===== config.mk =====
export PLATFORM = sky130hd
export DESIGN_NAME = clk_mode_ctrl_flat
export DESIGN_NICKNAME = d
export VERILOG_FILES = /design/src/rtl/clk_mode_ctrl_if.sv /design/src/rtl/clk_mode_ctrl.sv /design/src/flat_wrapper.sv
export SDC_FILE = /design/constraint.sdc
export NUM_CORES = 1
export LEC_CHECK = 0
export ABC_CLOCK_PERIOD_IN_PS = 3600
export CAP_MARGIN = 20
export CELL_PAD_IN_SITES_DETAIL_PLACEMENT = 1
export CELL_PAD_IN_SITES_GLOBAL_PLACEMENT = 1
export CORE_MARGIN = 5
export CORE_UTILIZATION = 43
export DETAILED_ROUTE_END_ITERATION = 12
export PLACE_DENSITY = 0.8
export REMOVE_ABC_BUFFERS = 1
export SKIP_CTS_REPAIR_TIMING = 1
export SLEW_MARGIN = 20
export SYNTH_ARGS = -nofsm -noshare
export SYNTH_HDL_FRONTEND = slang
export SYNTH_SLANG_ARGS = --single-unit
export TNS_END_PERCENT = 30

===== constraint.sdc =====
create_clock -name clk_in -period 3.6 [get_ports clk_in]
set_clock_uncertainty 0.1 [all_clocks]
set_input_delay 1.08 -clock clk_in [delete_from_list [all_inputs] [get_ports clk_in]]
set_output_delay 1.08 -clock clk_in [all_outputs]
set_load 0.05 [all_outputs]

===== src/rtl/clk_mode_ctrl_if.sv =====
// Mode-request handshake between a requester and the clock mode sequencer.
interface clk_mode_ctrl_if;
  logic       req_valid;
  logic [1:0] req_mode;
  logic       req_ready;

  modport master (output req_valid, output req_mode, input req_ready);
  modport slave  (input req_valid, input req_mode, output req_ready);
endinterface


===== src/rtl/clk_mode_ctrl.sv =====
// Clock generator mode sequencer: gate, switch en, settle, confirm against which_clk.
// state  | meaning
// IDLE   | waiting for a request, gate open
// GATE   | downstream gated, draining before en changes
// SETTLE | en changed, waiting for dividers to restart
// CHECK  | comparing which_clk against en, bounded by timeout
// DONE   | one-cycle completion pulse, cur_mode updated
// FAULT  | feedback never matched, waiting for err_clr
module clk_mode_ctrl #(
  parameter int DRAIN_CYC   = 4,
  parameter int SETTLE_CYC  = 8,
  parameter int TIMEOUT_CYC = 32
) (
  input  logic             clk_in,
  input  logic             rst,
  clk_mode_ctrl_if.slave   req,
  input  logic [1:0]       which_clk,
  output logic [1:0]       en,
  output logic             gate_en,
  output logic [1:0]       cur_mode,
  output logic             busy,
  output logic             done,
  output logic             err,
  input  logic             err_clr
);

  localparam int DRAIN_W   = $clog2(DRAIN_CYC + 1);
  localparam int SETTLE_W  = $clog2(SETTLE_CYC + 1);
  localparam int TIMEOUT_W = $clog2(TIMEOUT_CYC + 1);

  localparam logic [DRAIN_W-1:0]   DRAIN_LAST   = DRAIN_W'(DRAIN_CYC - 1);
  localparam logic [SETTLE_W-1:0]  SETTLE_LAST  = SETTLE_W'(SETTLE_CYC - 1);
  localparam logic [TIMEOUT_W-1:0] TIMEOUT_LAST = TIMEOUT_W'(TIMEOUT_CYC - 1);

  typedef enum logic [2:0] {
    S_IDLE, S_GATE, S_SETTLE, S_CHECK, S_DONE, S_FAULT
  } state_t;

  state_t                state, state_nx;
  logic [DRAIN_W-1:0]    drain_cnt;
  logic [SETTLE_W-1:0]   settle_cnt;
  logic [TIMEOUT_W-1:0]  timeout_cnt;
  logic [1:0]            tgt_mode, tgt_d;
  logic [1:0]            en_d, cur_mode_d;
  logic                  gate_en_d, busy_d, done_d, err_d;
  logic                  accept, fb_match;

  assign req.req_ready = (state == S_IDLE);
  assign accept        = (state == S_IDLE) && req.req_valid;
  assign fb_match      = (which_clk == en);

  // Counters clear whenever the state changes, so each one starts at 0 on entry.
  always_ff @(posedge clk_in) begin
    if (!rst) begin
      state       <= S_IDLE;
      tgt_mode    <= 2'b00;
      drain_cnt   <= '0;
      settle_cnt  <= '0;
      timeout_cnt <= '0;
    end else begin
      state       <= state_nx;
      tgt_mode    <= tgt_d;
      drain_cnt   <= (state == S_GATE && state_nx == S_GATE)
                     ? drain_cnt + DRAIN_W'(1) : '0;
      settle_cnt  <= (state == S_SETTLE && state_nx == S_SETTLE)
                     ? settle_cnt + SETTLE_W'(1) : '0;
      timeout_cnt <= (state == S_CHECK && state_nx == S_CHECK)
                     ? timeout_cnt + TIMEOUT_W'(1) : '0;
    end
  end

  always_comb begin
    state_nx = state;
    case (state)
      S_IDLE:   if (req.req_valid)
                  state_nx = (req.req_mode == cur_mode) ? S_DONE : S_GATE;
      S_GATE:   if (drain_cnt == DRAIN_LAST) state_nx = S_SETTLE;
      S_SETTLE: if (settle_cnt == SETTLE_LAST) state_nx = S_CHECK;
      S_CHECK: begin
        // A match on the final CHECK cycle takes priority over the timeout.
        if (fb_match)                          state_nx = S_DONE;
        else if (timeout_cnt == TIMEOUT_LAST)  state_nx = S_FAULT;
      end
      S_DONE:   state_nx = S_IDLE;
      S_FAULT:  if (err_clr) state_nx = S_SETTLE;
      default:  state_nx = S_IDLE;
    endcase
  end

  always_comb begin
    tgt_d      = tgt_mode;
    en_d       = en;
    cur_mode_d = cur_mode;
    if (accept) tgt_d = req.req_mode;
    if (state == S_GATE && drain_cnt == DRAIN_LAST) en_d = tgt_mode;
    if (state == S_FAULT && err_clr) begin
      en_d  = cur_mode;
      tgt_d = cur_mode;
    end
    if (state_nx == S_DONE) cur_mode_d = tgt_d;
    gate_en_d = (state_nx == S_IDLE) || (state_nx == S_DONE);
    busy_d    = (state_nx == S_GATE) || (state_nx == S_SETTLE) || (state_nx == S_CHECK);
    done_d    = (state_nx == S_DONE);
    err_d     = (state_nx == S_FAULT);
  end

  always_ff @(posedge clk_in) begin
    if (!rst) begin
      en       <= 2'b00;
      cur_mode <= 2'b00;
      gate_en  <= 1'b1;
      busy     <= 1'b0;
      done     <= 1'b0;
      err      <= 1'b0;
    end else begin
      en       <= en_d;
      cur_mode <= cur_mode_d;
      gate_en  <= gate_en_d;
      busy     <= busy_d;
      done     <= done_d;
      err      <= err_d;
    end
  end

endmodule

===== src/flat_wrapper.sv =====
// flat-port wrapper written by rule: the top's interface ports become plain ports
module clk_mode_ctrl_flat 
#(
  parameter int DRAIN_CYC   = 4,
  parameter int SETTLE_CYC  = 8,
  parameter int TIMEOUT_CYC = 32
)
  (clk_in, rst, which_clk, en, gate_en, cur_mode, busy, done, err, err_clr, req_req_valid, req_req_mode, req_req_ready);
  clk_mode_ctrl_if req_i ();
  input  logic clk_in;
  input  logic rst;
  input  logic [1:0] which_clk;
  output logic [1:0] en;
  output logic gate_en;
  output logic [1:0] cur_mode;
  output logic busy;
  output logic done;
  output logic err;
  input  logic err_clr;
  input wire logic [$bits(req_i.req_valid)-1:0] req_req_valid;
  input wire logic [$bits(req_i.req_mode)-1:0] req_req_mode;
  output wire logic [$bits(req_i.req_ready)-1:0] req_req_ready;
  assign req_i.req_valid = req_req_valid;
  assign req_i.req_mode = req_req_mode;
  assign req_req_ready = req_i.req_ready;
  clk_mode_ctrl #(.DRAIN_CYC(DRAIN_CYC), .SETTLE_CYC(SETTLE_CYC), .TIMEOUT_CYC(TIMEOUT_CYC)) u_core (.clk_in(clk_in), .rst(rst), .req(req_i), .which_clk(which_clk), .en(en), .gate_en(gate_en), .cur_mode(cur_mode), .busy(busy), .done(done), .err(err), .err_clr(err_clr));
endmodule

==> impl_summary.txt <==
----------------------------------------------------
[Outcome]
  Run status ... complete, no violations

[Final layout]
  Fraction of final layout cells with drive strength greater than 1 ... 12.2%
  Layout overhead on the synthesized area ... 20.5%
  Count of antenna diodes in the layout ... 0
  Final net count ... 144

[Drt]
  Routed vias ... 876
  Drt total wl ... 2360 um
  Drc violations ... 0
  Per-cell routed wire length ... 14.6 um
  ANT nets after route ... 0
  Vias per std cell ... 5.44
  First-pass iteration count of the detailed router ... 4
  DRC marker count from the first detailed-route iteration ... 21

[Synthesis]
  Count of unique library cells instantiated by Yosys ... 34
  Register area share after synthesis ... 46.5%
  Cell types with the highest counts after synthesis ... 26 x sky130_fd_sc_hd__dfxtp_1, 12 x sky130_fd_sc_hd__nor2_1, 9 x sky130_fd_sc_hd__xnor2_1
  Summed instance area of the synthesized netlist ... 1120 um^2
  Most frequently used cell type in the post-synthesis netlist ... sky130_fd_sc_hd__dfxtp_1
  Number of standard cells after synthesis ... 112
  Fraction of synthesis flops using an asynchronous set or reset pin ... 0%
  Number of register bits inferred by synthesis ... 26
  Yosys top cell area share ... 46.5%
  Yosys warning total ... 0
  Synth area leader ... sky130_fd_sc_hd__dfxtp_1
  Ranking of synthesized cells by area ... sky130_fd_sc_hd__dfxtp_1 47%, sky130_fd_sc_hd__xnor2_1 7.0%, sky130_fd_sc_hd__ha_1 4.5%
  Mean instance size in the synthesized netlist ... 9.99 um^2
  Count of flip-flops with a built-in enable after synthesis ... 0
  Primary flip-flop cell chosen by synthesis mapping ... sky130_fd_sc_hd__dfxtp_1

[Critical path]
  Largest driver fanout on the critical path ... 8
  Critical path data arrival time ... 1.78 ns
  Startpoint of the lowest-slack register-to-register path ... u_core.drain_cnt[0]
  Critical R2R Capture ... u_core.settle_cnt[3]
  CP Capture Type ... output port
  Cells along the critical path ... nor3_1 > clkdlybuf4s50_1
  Critical-path cell with the highest stage delay ... sky130_fd_sc_hd__clkdlybuf4s50_1
  Setup slack of the worst register-to-register path ... 1.36 ns
  Type of origin of the critical path ... flip-flop
  Data required, critical path ... 2.42 ns
  Longest individual stage delay on the worst path ... 0.83 ns
  Kind of critical path ... flip-flop to output port
  Worst Reg-to-Reg Cells ... 7

[Clock network]
  CTS tree ... done
  Latest clock arrival within the worst-skew pair ... 0.33 ns
  H-tree Lvls ... 1
  Number of sinks on the clock net ... 26
  Clock root buffer master ... sky130_fd_sc_hd__clkbuf_4
  Total clock buffers created by CTS ... 3
  Clock transition time at the flip-flop clock pins of the worst setup and hold paths ... 0.14 ns
  Clock Path Buffers ... 2

[Power and ir drop]
  Power after layout ... 0.000528 W
  Net switching fraction of the power ... 26.1%
  Share of power burned in combinational logic ... 14.8%
  Power dissipated by switching net loads ... 0.000138 W
  Cell leakage power ... 0.490 nW
  Share of power burned in the clock network ... 28.0%
  PD cells ... 392 nW/um^2
  Internal cell power ... 0.000390 W
  Register share of total power ... 57.2%
  Largest vdd supply drop ... 314 uV

[STA]
  Measured slew at the worst slew-check pin ... 0.613 ns
  RSZ-0062 raised after global routing ... false
  Number of failing setup endpoints in the final timing report ... 0
  Post-route minimum period ... 2.96 ns
  Final period util ... 82.2%
  Max-slew violations ... 0
  Headroom to the max-slew limit ... 58.7%
  Number of endpoints with negative hold slack in the final report ... 0
  Max frequency ... 0.338 GHz
  Final TNS setup ... 0 ns
  Final-layout worst hold slack ... 0.356 ns

[Die]
  Height of the chip ... 61.0 um
  Number of I/O pins ... 17
  Total number of placement rows ... 18
  Core area ... 2480 um^2
  Starting Density ... 45.2%
  Die area ... 3720 um^2
  Width of the die ... 61.0 um

[Global route]
  Initial antenna violation count ... 0
  First-pass GRT wire length ... 4200 um
  Total global routing track utilization ... 15.6%
  Pin count of the biggest net entering global routing ... 15
  Sum of overflow across all layers after global routing ... 0
  Via count of the first global-routing pass ... 951

[Hold path]
  Hold path endpoint ... u_core.settle_cnt[0]
  Cell count of the worst hold path ... 1
  Type of the worst min-delay path ... flip-flop to flip-flop
  Hold Path Origin ... u_core.settle_cnt[0]

[Placement]
  Weighted congestion at the end of routability-driven global placement ... 0.775
  IO buf count ... 16
  Detailed Place HPWL ... 1900 um

[Job]
  Max-capacitance violation count ... 0

----------------------------------------------------
==> worst max-delay path: cells and delay by family (launching register included) <==
family                 cells  cell delay (ns)
buffers and inverters      1             0.83
AND/OR/NAND/NOR            1             0.21
flip-flops                 1             0.41
==> power groups by stage <==
stage	registers [W]	logic, W	clock network, W
final	0.000302	0.0000781	0.000148
after global routing	0.000304	0.0000848	0.000167
after CTS	0.000302	0.0000792	0.000156
after detailed placement	0.000308	0.0000790	0
after global placement	0.000308	0.0000766	0
after floorplan	0.000320	0.0000388	0
==> cell families after synthesis <==
logic type                 Yosys count  share of synthesized area, %
DFF                                 26                          46.5
xor gates and xnor gates            10                          7.83
buffers and inverters                8                          2.80
adders and majority gates            4                          4.47
and+or+nand+nor                     38                          19.2
AOI/OAI and AO/OA                   21                          14.2
muxes                                5                          4.92
==> how the worst max path moves through the flow <==
stage	cells after the start	to	start	slack (ns)
4_1_cts	2	req_req_ready	u_core.state[1]	0.62
6_report	2	req_req_ready	u_core.state[1]	0.64
3_3_place_gp	6	u_core.cur_mode[1]	req_req_valid	0.53
5_1_grt	2	req_req_ready	u_core.state[1]	0.53
2_1_floorplan	1	req_req_ready	u_core.state[1]	0.97
3_5_place_dp	6	u_core.settle_cnt[3]	err_clr	0.43
==> layout by cell type (no fill, tap or decap), types with 2 or more instances in the layout <==
cell type,n
sky130_fd_sc_hd__a21oi_1,8
sky130_fd_sc_hd__a31o_2,2
sky130_fd_sc_hd__a32oi_1,2
sky130_fd_sc_hd__and3_1,3
sky130_fd_sc_hd__clkbuf_4,3
sky130_fd_sc_hd__clkdlybuf4s50_1,16
sky130_fd_sc_hd__dfxtp_1,26
sky130_fd_sc_hd__ha_1,4
sky130_fd_sc_hd__inv_1,7
sky130_fd_sc_hd__mux2i_1,4
sky130_fd_sc_hd__nand2_1,6
sky130_fd_sc_hd__nand3_1,3
sky130_fd_sc_hd__nor2_1,12
sky130_fd_sc_hd__nor4_1,3
sky130_fd_sc_hd__o21ai_0,3
sky130_fd_sc_hd__xnor2_1,9
==> state kept, by name, summed over array words and instances, names as in the netlist <==
register and count:
u_core.settle_cnt 4, u_core.done 1, u_core.err 1, u_core.busy 1, u_core.tgt_mode 2, u_core.state 3
u_core.cur_mode 2, u_core.timeout_cnt 6, u_core.gate_en 1, u_core.drain_cnt 3, u_core.en 2
==> metrics by stage <==
step | cells | cell area [um^2] | util (%) | setup WS (ns)
after floorplan | 111 | 1110 | - | 0.966
after global placement | 157 | 1310 | 52.9 | 0.526
after detailed placement | 157 | 1310 | 52.9 | 0.427
after CTS | 161 | 1350 | 54.4 | 0.624
after global routing | 161 | 1350 | 54.4 | 0.531
final | 161 | 1350 | 54.4 | 0.642
==> metal layers <==
| layer | up-vias | routed length (um) | track usage [%] |
|---|---|---|---|
| met5 | - | 0 | 0 |
| met4 | 0 | 38 | 7.12 |
| met3 | 5 | 69 | 4.89 |
| met2 | 10 | 1250 | 27.5 |
| met1 | 429 | 1010 | 17.0 |
| li1 | 432 | - | - |
==> cell type report <==
type / count / area [um^2]
timing repair buffer: 16 / 160
inverter: 7 / 26.3
fill: 289 / 1130
tap: 30 / 37.5
multi-input combinational: 78 / 567
sequential: 26 / 520
clock buffer: 4 / 36.3
Note: power is estimated with default switching activity, not from simulation.
